[src/rtl/bnn_feeder_pkg.sv]
// Shared definitions for the BNN stream feeder.
// Region select codes, run-state encoding and a width helper.
package bnn_feeder_pkg;

    localparam logic [1:0] SEL_PIX  = 2'd0;
    localparam logic [1:0] SEL_CONV = 2'd1;
    localparam logic [1:0] SEL_FC   = 2'd2;

    typedef enum logic [1:0] {
        IDLE   = 2'd0,
        STREAM = 2'd1,
        HOLD   = 2'd2
    } state_t;

    // Bits needed to index v entries (minimum 1).
    function automatic int clog2(input int v);
        int r;
        r = 1;
        for (int i = 1; i < 31; i++)
            if ((1 << i) < v) r = i + 1;
        return r;
    endfunction

endpackage

[src/rtl/bnn_bit_store.sv]
// Write-once bit RAM with auto-increment write pointer.
// Full flag sets after the last entry; later writes are dropped.
module bnn_bit_store
    import bnn_feeder_pkg::*;
#(
    parameter int DEPTH = 8,
    parameter int WIDTH = 1,
    localparam int AW = clog2(DEPTH)
) (
    input  logic             clk,
    input  logic             rstn,
    input  logic             i_we,
    input  logic [WIDTH-1:0] i_wdata,
    input  logic [AW-1:0]    i_raddr,
    output logic [WIDTH-1:0] o_rdata,
    output logic             o_full,
    output logic             o_drop
);

    logic [WIDTH-1:0] r_mem [DEPTH];
    logic [AW-1:0]    r_ptr;
    logic             r_full;

    // Storage array: contents need no reset.
    always_ff @(posedge clk) begin
        if (i_we && !r_full) r_mem[r_ptr] <= i_wdata;
    end

    // Write pointer and full flag.
    always_ff @(posedge clk or negedge rstn) begin
        if (!rstn) begin
            r_ptr  <= '0;
            r_full <= 1'b0;
        end else if (i_we && !r_full) begin
            if (r_ptr == AW'(DEPTH - 1)) r_full <= 1'b1;
            else                         r_ptr  <= r_ptr + 1'b1;
        end
    end

    assign o_rdata = r_mem[i_raddr];
    assign o_full  = r_full;
    assign o_drop  = i_we && r_full;

endmodule

[src/rtl/bnn_stream_feeder.sv]
// On-chip stimulus feeder for the BNN core: host loads three stores,
// then a run streams binarised pixels and serves conv/FC weight bits.
module bnn_stream_feeder
    import bnn_feeder_pkg::*;
#(
    parameter int IMG_PIX     = 784,
    parameter int PIX_W       = 8,
    parameter int THRESH      = 127,
    parameter int KTAPS       = 9,
    parameter int NUM_KERNELS = 2,
    parameter int NUM_CLASSES = 10,
    parameter int FC_LEN      = 288,
    localparam int DW = (PIX_W > NUM_CLASSES) ? PIX_W : NUM_CLASSES
) (
    input  logic                   clk,
    input  logic                   rstn,
    input  logic                   wr_valid,
    output logic                   wr_ready,
    input  logic [1:0]             wr_sel,
    input  logic [DW-1:0]          wr_data,
    input  logic                   start,
    input  logic [NUM_KERNELS-1:0] weight_en,
    input  logic                   fc_ivalid,
    input  logic                   done_in,
    input  logic [3:0]             classes_in,
    output logic                   pix_valid,
    output logic                   pix_out,
    output logic                   pix_last,
    output logic                   weight_conv_out,
    output logic [NUM_CLASSES-1:0] weight_fc_out,
    output logic                   busy,
    output logic                   loaded,
    output logic                   result_valid,
    output logic [3:0]             result,
    output logic                   err
);

    localparam int PA_W   = clog2(IMG_PIX);
    localparam int CDEPTH = NUM_KERNELS * KTAPS;
    localparam int CA_W   = clog2(CDEPTH);
    localparam int TP_W   = clog2(KTAPS);
    localparam int FP_W   = clog2(FC_LEN);

    state_t                 r_state, w_next;
    logic                   r_wr_ready;
    logic [PA_W-1:0]        r_pix_idx;
    logic [TP_W-1:0]        r_tp [NUM_KERNELS];
    logic [FP_W-1:0]        r_fp;
    logic                   r_conv_out;
    logic [NUM_CLASSES-1:0] r_fc_out;
    logic                   r_res_valid;
    logic [3:0]             r_result;
    logic                   r_err;

    logic                   w_wr, w_we_pix, w_we_conv, w_we_fc, w_sel_bad;
    logic                   w_pix_bit, w_pix_rd, w_conv_rd;
    logic [NUM_CLASSES-1:0] w_fc_rd;
    logic                   w_pix_full, w_conv_full, w_fc_full, w_loaded;
    logic                   w_pix_drop, w_conv_drop, w_fc_drop;
    logic                   w_run, w_start_ok, w_start_bad, w_done;
    logic                   w_conv_req, w_fc_req, w_multi, w_idle_req;
    logic                   w_last;
    logic [CA_W-1:0]        w_conv_addr;
    logic [NUM_KERNELS-1:0] w_kone;

    assign w_wr      = wr_valid && r_wr_ready;
    assign w_we_pix  = w_wr && (wr_sel == SEL_PIX);
    assign w_we_conv = w_wr && (wr_sel == SEL_CONV);
    assign w_we_fc   = w_wr && (wr_sel == SEL_FC);
    assign w_sel_bad = w_wr && (wr_sel == 2'd3);
    assign w_pix_bit = wr_data[PIX_W-1:0] > PIX_W'(THRESH);

    assign w_loaded    = w_pix_full && w_conv_full && w_fc_full;
    assign w_run       = (r_state != IDLE);
    assign w_start_ok  = start && (r_state == IDLE) && w_loaded;
    assign w_start_bad = start && (r_state == IDLE) && !w_loaded;
    assign w_done      = done_in && w_run;
    assign w_conv_req  = w_run && (|weight_en);
    assign w_fc_req    = w_run && fc_ivalid;
    assign w_multi     = w_run && ($countones(weight_en) > 1);
    assign w_idle_req  = !w_run && ((|weight_en) || fc_ivalid);
    assign w_last      = (r_pix_idx == PA_W'(IMG_PIX - 1));

    bnn_bit_store #(.DEPTH(IMG_PIX), .WIDTH(1)) u_pix (
        .clk(clk), .rstn(rstn), .i_we(w_we_pix), .i_wdata(w_pix_bit),
        .i_raddr(r_pix_idx), .o_rdata(w_pix_rd),
        .o_full(w_pix_full), .o_drop(w_pix_drop)
    );

    bnn_bit_store #(.DEPTH(CDEPTH), .WIDTH(1)) u_conv (
        .clk(clk), .rstn(rstn), .i_we(w_we_conv), .i_wdata(wr_data[0]),
        .i_raddr(w_conv_addr), .o_rdata(w_conv_rd),
        .o_full(w_conv_full), .o_drop(w_conv_drop)
    );

    bnn_bit_store #(.DEPTH(FC_LEN), .WIDTH(NUM_CLASSES)) u_fc (
        .clk(clk), .rstn(rstn), .i_we(w_we_fc),
        .i_wdata(wr_data[NUM_CLASSES-1:0]),
        .i_raddr(r_fp), .o_rdata(w_fc_rd),
        .o_full(w_fc_full), .o_drop(w_fc_drop)
    );

    // State register.
    always_ff @(posedge clk or negedge rstn) begin
        if (!rstn) r_state <= IDLE;
        else       r_state <= w_next;
    end

    // Next-state logic; done_in overrides end-of-stream.
    always_comb begin
        w_next = r_state;
        unique case (r_state)
            IDLE:    if (w_start_ok) w_next = STREAM;
            STREAM:  if (done_in) w_next = IDLE;
                     else if (w_last) w_next = HOLD;
            HOLD:    if (done_in) w_next = IDLE;
            default: w_next = IDLE;
        endcase
    end

    // Host port is open only while idle.
    always_ff @(posedge clk or negedge rstn) begin
        if (!rstn) r_wr_ready <= 1'b0;
        else       r_wr_ready <= (w_next == IDLE);
    end

    // Pixel read index walks the image once per run.
    always_ff @(posedge clk or negedge rstn) begin
        if (!rstn)                         r_pix_idx <= '0;
        else if (w_start_ok || w_done)     r_pix_idx <= '0;
        else if (r_state == STREAM && !w_last)
            r_pix_idx <= r_pix_idx + 1'b1;
    end

    // Pick lowest requesting kernel and form its store address.
    always_comb begin
        w_conv_addr = '0;
        w_kone      = '0;
        for (int k = NUM_KERNELS - 1; k >= 0; k--) begin
            if (weight_en[k]) begin
                w_conv_addr = CA_W'(k * KTAPS) + CA_W'(r_tp[k]);
                w_kone      = '0;
                w_kone[k]   = 1'b1;
            end
        end
    end

    // Per-kernel tap pointers, wrapping so kernels replay.
    always_ff @(posedge clk or negedge rstn) begin
        if (!rstn) begin
            for (int k = 0; k < NUM_KERNELS; k++) r_tp[k] <= '0;
        end else begin
            for (int k = 0; k < NUM_KERNELS; k++) begin
                if (w_start_ok || w_done)
                    r_tp[k] <= '0;
                else if (w_conv_req && w_kone[k])
                    r_tp[k] <= (r_tp[k] == TP_W'(KTAPS - 1)) ?
                               '0 : r_tp[k] + 1'b1;
            end
        end
    end

    // FC pointer, wrapping over the FC length.
    always_ff @(posedge clk or negedge rstn) begin
        if (!rstn)                     r_fp <= '0;
        else if (w_start_ok || w_done) r_fp <= '0;
        else if (w_fc_req)
            r_fp <= (r_fp == FP_W'(FC_LEN - 1)) ? '0 : r_fp + 1'b1;
    end

    // Weight outputs update on request and hold otherwise.
    always_ff @(posedge clk or negedge rstn) begin
        if (!rstn) begin
            r_conv_out <= 1'b0;
            r_fc_out   <= '0;
        end else begin
            if (w_conv_req) r_conv_out <= w_conv_rd;
            if (w_fc_req)   r_fc_out   <= w_fc_rd;
        end
    end

    // Result capture; a new run clears the valid flag.
    always_ff @(posedge clk or negedge rstn) begin
        if (!rstn) begin
            r_res_valid <= 1'b0;
            r_result    <= '0;
        end else if (w_start_ok) begin
            r_res_valid <= 1'b0;
        end else if (w_done) begin
            r_res_valid <= 1'b1;
            r_result    <= classes_in;
        end
    end

    // Sticky protocol error.
    always_ff @(posedge clk or negedge rstn) begin
        if (!rstn) r_err <= 1'b0;
        else if (w_pix_drop || w_conv_drop || w_fc_drop || w_sel_bad ||
                 w_start_bad || w_idle_req || w_multi)
            r_err <= 1'b1;
    end

    assign wr_ready        = r_wr_ready;
    assign pix_valid       = (r_state == STREAM);
    assign pix_out         = pix_valid && w_pix_rd;
    assign pix_last        = pix_valid && w_last;
    assign weight_conv_out = r_conv_out;
    assign weight_fc_out   = r_fc_out;
    assign busy            = w_run;
    assign loaded          = w_loaded;
    assign result_valid    = r_res_valid;
    assign result          = r_result;
    assign err             = r_err;

endmodule
[config.mk]
export PLATFORM = sky130hd
export DESIGN_NAME = bnn_stream_feeder
export DESIGN_NICKNAME = d
export VERILOG_FILES = /design/src/rtl/bnn_feeder_pkg.sv /design/src/rtl/bnn_bit_store.sv /design/src/rtl/bnn_stream_feeder.sv
export SDC_FILE = /design/constraint.sdc
export NUM_CORES = 2
export LEC_CHECK = 0
export CAP_MARGIN = 20
export CORE_MARGIN = 5
export CORE_UTILIZATION = 57
export CTS_CLUSTER_DIAMETER = 80
export DETAILED_ROUTE_END_ITERATION = 6
export PLACE_DENSITY = 0.69
export SKIP_LAST_GASP = 1
export SLEW_MARGIN = 20
export SYNTH_ARGS = -nofsm -noshare
export SYNTH_HDL_FRONTEND = slang
export SYNTH_HIERARCHICAL = 1
export SYNTH_SLANG_ARGS = --single-unit
[constraint.sdc]
create_clock -name clk -period 3.3 [get_ports clk]
set_input_delay 0.495 -clock clk [delete_from_list [all_inputs] [get_ports clk]]
set_output_delay 0.495 -clock clk [all_outputs]
set_load 0.02 [all_outputs]
==> results.json <==
{
  "grt_pass1_wl_mm": 632,
  "regArea_um2": 112000,
  "hold_viol": 0,
  "crit_arrival_ns": 3.93,
  "grt_pass1_vias": 86581,
  "hp-start": "wr_data[2]",
  "rows": 189,
  "fin_ws_ns": -1.13,
  "clock_latency_ns": 0.94,
  "cts_tree": "yes",
  "power.total_mw": 103,
  "drv_cap": 0,
  "finalCriticalPeriod_ns": 4.43,
  "cp_slowest_cell": "dfrtp_4",
  "final_common_cell": "edfxtp_1",
  "power.net_switching_mw": 23.1,
  "cts_root_buf": "clkbuf_16",
  "syn_area_per_cell_um2": 18.6,
  "startpoint_type": "register",
  "grt_max_degree": 122,
  "synthTopCellsByArea": "edfxtp_1 73%, mux4_2 12%, nor2_1 2.9%, mux2i_1 2.1%, dfrtp_1 1.2%",
  "synth_warnings": 6,
  "core_area_um2": 265000,
  "r2r_slack_ns": -0.51,
  "power_leakage_nw": 58.2,
  "setup_viol": 12,
  "drt_iter0_markers": 13149,
  "dp_slack_ns": -1.02,
  "portBuffers": 46,
  "path_max_fanout": 10,
  "yosysUniqueCellTypes": 98,
  "fin_nets": 9516,
  "area_delta_synth_final_pct": 20.0,
  "power_frac_seq_pct": 51.1,
  "htreeDepth": 5,
  "slew_headroom_pct": 29.8,
  "min_period_over_period_pct": 134,
  "p_comb_share_pct": 8.0,
  "synth_area_leader_cell": "edfxtp_1",
  "clkPwrFrac_pct": 40.9,
  "rsz0062_at_grt": "yes",
  "firstDrtPassIters": 6,
  "fillers": 16482,
  "required_ns": 2.80,
  "syn-cell-area_um2": 151000,
  "wl_per_cell_um": 33.4,
  "maxSlewViolCount": 0,
  "drc": 0,
  "syn_inst": 8137,
  "power_density_nw_per_um2": 570,
  "via_count": 88128,
  "io_pins": 47,
  "tightest_slew_ns": 1.05,
  "hold_path_class": "in -> reg",
  "final_cell_mix": "3682 x edfxtp_1, 1178 x nor2_1, 1163 x buf_4",
  "dp_hpwl_mm": 278,
  "vdd_ir_drop_max_mv": 0.575,
  "critPathMaxStageDelay_ns": 0.53,
  "drive_above_1_share_pct": 32.1,
  "end_kind": "output pin",
  "antenna_found_initial": 10,
  "cts-buffers-inserted": 378,
  "synth_seq_cells": 3756,
  "status": "complete, but fails checks",
  "worstSetupPathType": "reg -> out",
  "fmax_mhz": 226,
  "routabilityCongestion": 0.957,
  "overflow": 0,
  "die_width_um": 525,
  "vias_per_cell": 6.61,
  "r2r_start": "r_fp[0]",
  "ys.flop_type": "edfxtp_1",
  "intPower_mw": 80.2,
  "ys_seq_area_share_pct": 74.4,
  "dp_cells": 12438,
  "cp-startpoint": "r_pix_idx[0]",
  "synth-edff-count": 3682,
  "path_clk_slew_ns": 0.06,
  "violations": "setup timing",
  "die_area_um2": 275000,
  "async_flop_share_pct": 1.97,
  "cts.path.max_buffers": 4,
  "routed_wl_mm": 445,
  "cts.sinks": 3756,
  "start_util_pct": 57.1,
  "fin_worst_skew_ns": 0.0670,
  "synth_nets": 8179,
  "ant_nets": 0,
  "multi_input_area_um2": 36900,
  "switching_share_pct": 22.4,
  "final_cells": 13331,
  "crit_top_cell": "buf_4",
  "die_h_um": 525,
  "gr-usage-all-layers_pct": 31.8,
  "synth_top_area_share_pct": 73.2,
  "utilization_pct": 68.5,
  "cp_cell_sequence": "buf_4 -> buf_12 -> buf_4 -> mux4_2 -> mux2i_2 -> o31ai_1 -> a211oi_2 -> o31ai_2 -> o221ai_1 -> a41o_2 -> o311ai_4 -> and2_4 -> buf_6"
}
-- final timing paths --
kind / to / cells after the start
worst max-delay path: pix_out / 13
worst min-delay path: u_fc/r_mem[264][2] / 1
worst max register to register: weight_fc_out[7] / 12
worst min register to register: weight_fc_out[3] / 2
max in group asynchronous: r_fp[2] / 2
min in group asynchronous: weight_fc_out[7] / 2
-- kinds of logic after synthesis --
| family | share of synthesized area (%) |
|---|---|
| multiplexers | 14.8 |
| adder cells (fa/ha/maj) | 0.149 |
| AO/OA/AOI/OAI | 2.91 |
| flip-flops | 74.4 |
| buffers and inverters | 2.13 |
| AND/OR/NAND/NOR | 5.44 |
| XOR/XNOR | 0.157 |
-- cell type report --
| type | instances | share of cell area, % |
|---|---|---|
| Inverter | 32 | 0.0704 |
| Clock inverter | 215 | 1.18 |
| Antenna cell | 8 | 0.0110 |
| Tap cell | 3533 | 2.44 |
| Clock buffer | 481 | 5.54 |
| Sequential cell | 3756 | 62.0 |
| Timing Repair Buffer | 1516 | 8.40 |
| Multi-Input combinational cell | 3790 | 20.4 |
-- sequential cells by signal, indices dropped and copies added, names as in the netlist --
name / flops
err: 1
r_fp: 9
r_pix_idx: 10
r_state: 2
r_tp: 8
result: 4
result_valid: 1
u_conv/o_full: 1
u_conv/r_mem: 18
u_conv/r_ptr: 5
u_fc/o_full: 1
u_fc/r_mem: 2880
u_fc/r_ptr: 9
u_pix/o_full: 1
u_pix/r_mem: 784
u_pix/r_ptr: 10
weight_conv_out: 1
weight_fc_out: 10
wr_ready: 1
-- power groups by stage --
stage | sequential [mW] | combinational, mW | clock (mW)
6_report | 52.8 | 8.26 | 42.2
5_1_grt | 52.8 | 8.63 | 44.7
4_1_cts | 52.8 | 7.88 | 42.5
3_5_place_dp | 53.8 | 7.11 | 0
3_3_place_gp | 53.8 | 6.98 | 0
2_1_floorplan | 53.7 | 4.16 | 0
-- through the flow --
| step | cell area (µm²) | hold slack, ns | setup TNS, ns |
|---|---|---|---|
| 2_1_floorplan | 151000 | 0.199 | 0 |
| 3_3_place_gp | 165000 | 0.465 | -243.73 |
| 3_5_place_dp | 165000 | 0.480 | -355.70 |
| 5_1_grt | 181000 | 0.0515 | -4.30 |
| 4_1_cts | 180000 | 0.0296 | -3.13 |
| 6_report | 181000 | 0.0434 | -3.86 |
-- per-layer routing --
layer	global-route usage [%]	vias up	share of wire [%]
met4	15.7	6	6.0
met1	43.5	45349	36
met2	49.2	6305	47
li1	-	35267	-
met5	0	-	0.015
met3	6.87	1201	12
-- critical path, delay by kind of cell (launching register included) --
kind	cells	cell delay, ns
AO/OA/AOI/OAI	6	1.12
buffers and inverters	4	0.57
AND/OR/NAND/NOR	1	0.16
multiplexers	2	0.63
flip-flops	1	0.53
-- repair_timing --
action | CTS | global route
pin swaps | 62 | 98
hold buffers | 5 | 0
setup endpoints to repair | 12 | 12
gates cloned | 19 | 5
hold endpoints to repair | 111 | 0
resized for setup | 249 | 202
setup buffers | 108 | 69
-- Yosys cell counts, drive strengths merged, types with 6 or more instances --
cell / count
a2111oi: 14
a211oi: 41
a21oi: 117
a221oi: 10
a22o: 9
a22oi: 58
a311oi: 12
a31oi: 14
a32oi: 7
and2: 25
and3: 18
and4: 8
buf: 267
clkbuf: 292
dfrtp: 74
edfxtp: 3682
ha: 18
inv: 29
mux2: 51
mux2i: 319
mux4: 824
nand2: 308
nand2b: 26
nand3: 110
nand4: 33
nor2: 1187
nor2b: 58
nor3: 68
nor3b: 13
nor4: 23
o2111ai: 8
o211ai: 11
o21ai: 72
o221ai: 75
o22ai: 106
o31ai: 12
o32ai: 9
or2: 10
or3: 8
or4: 6
xnor2: 12
xor2: 15
Note: power is estimated with default switching activity, not from simulation.
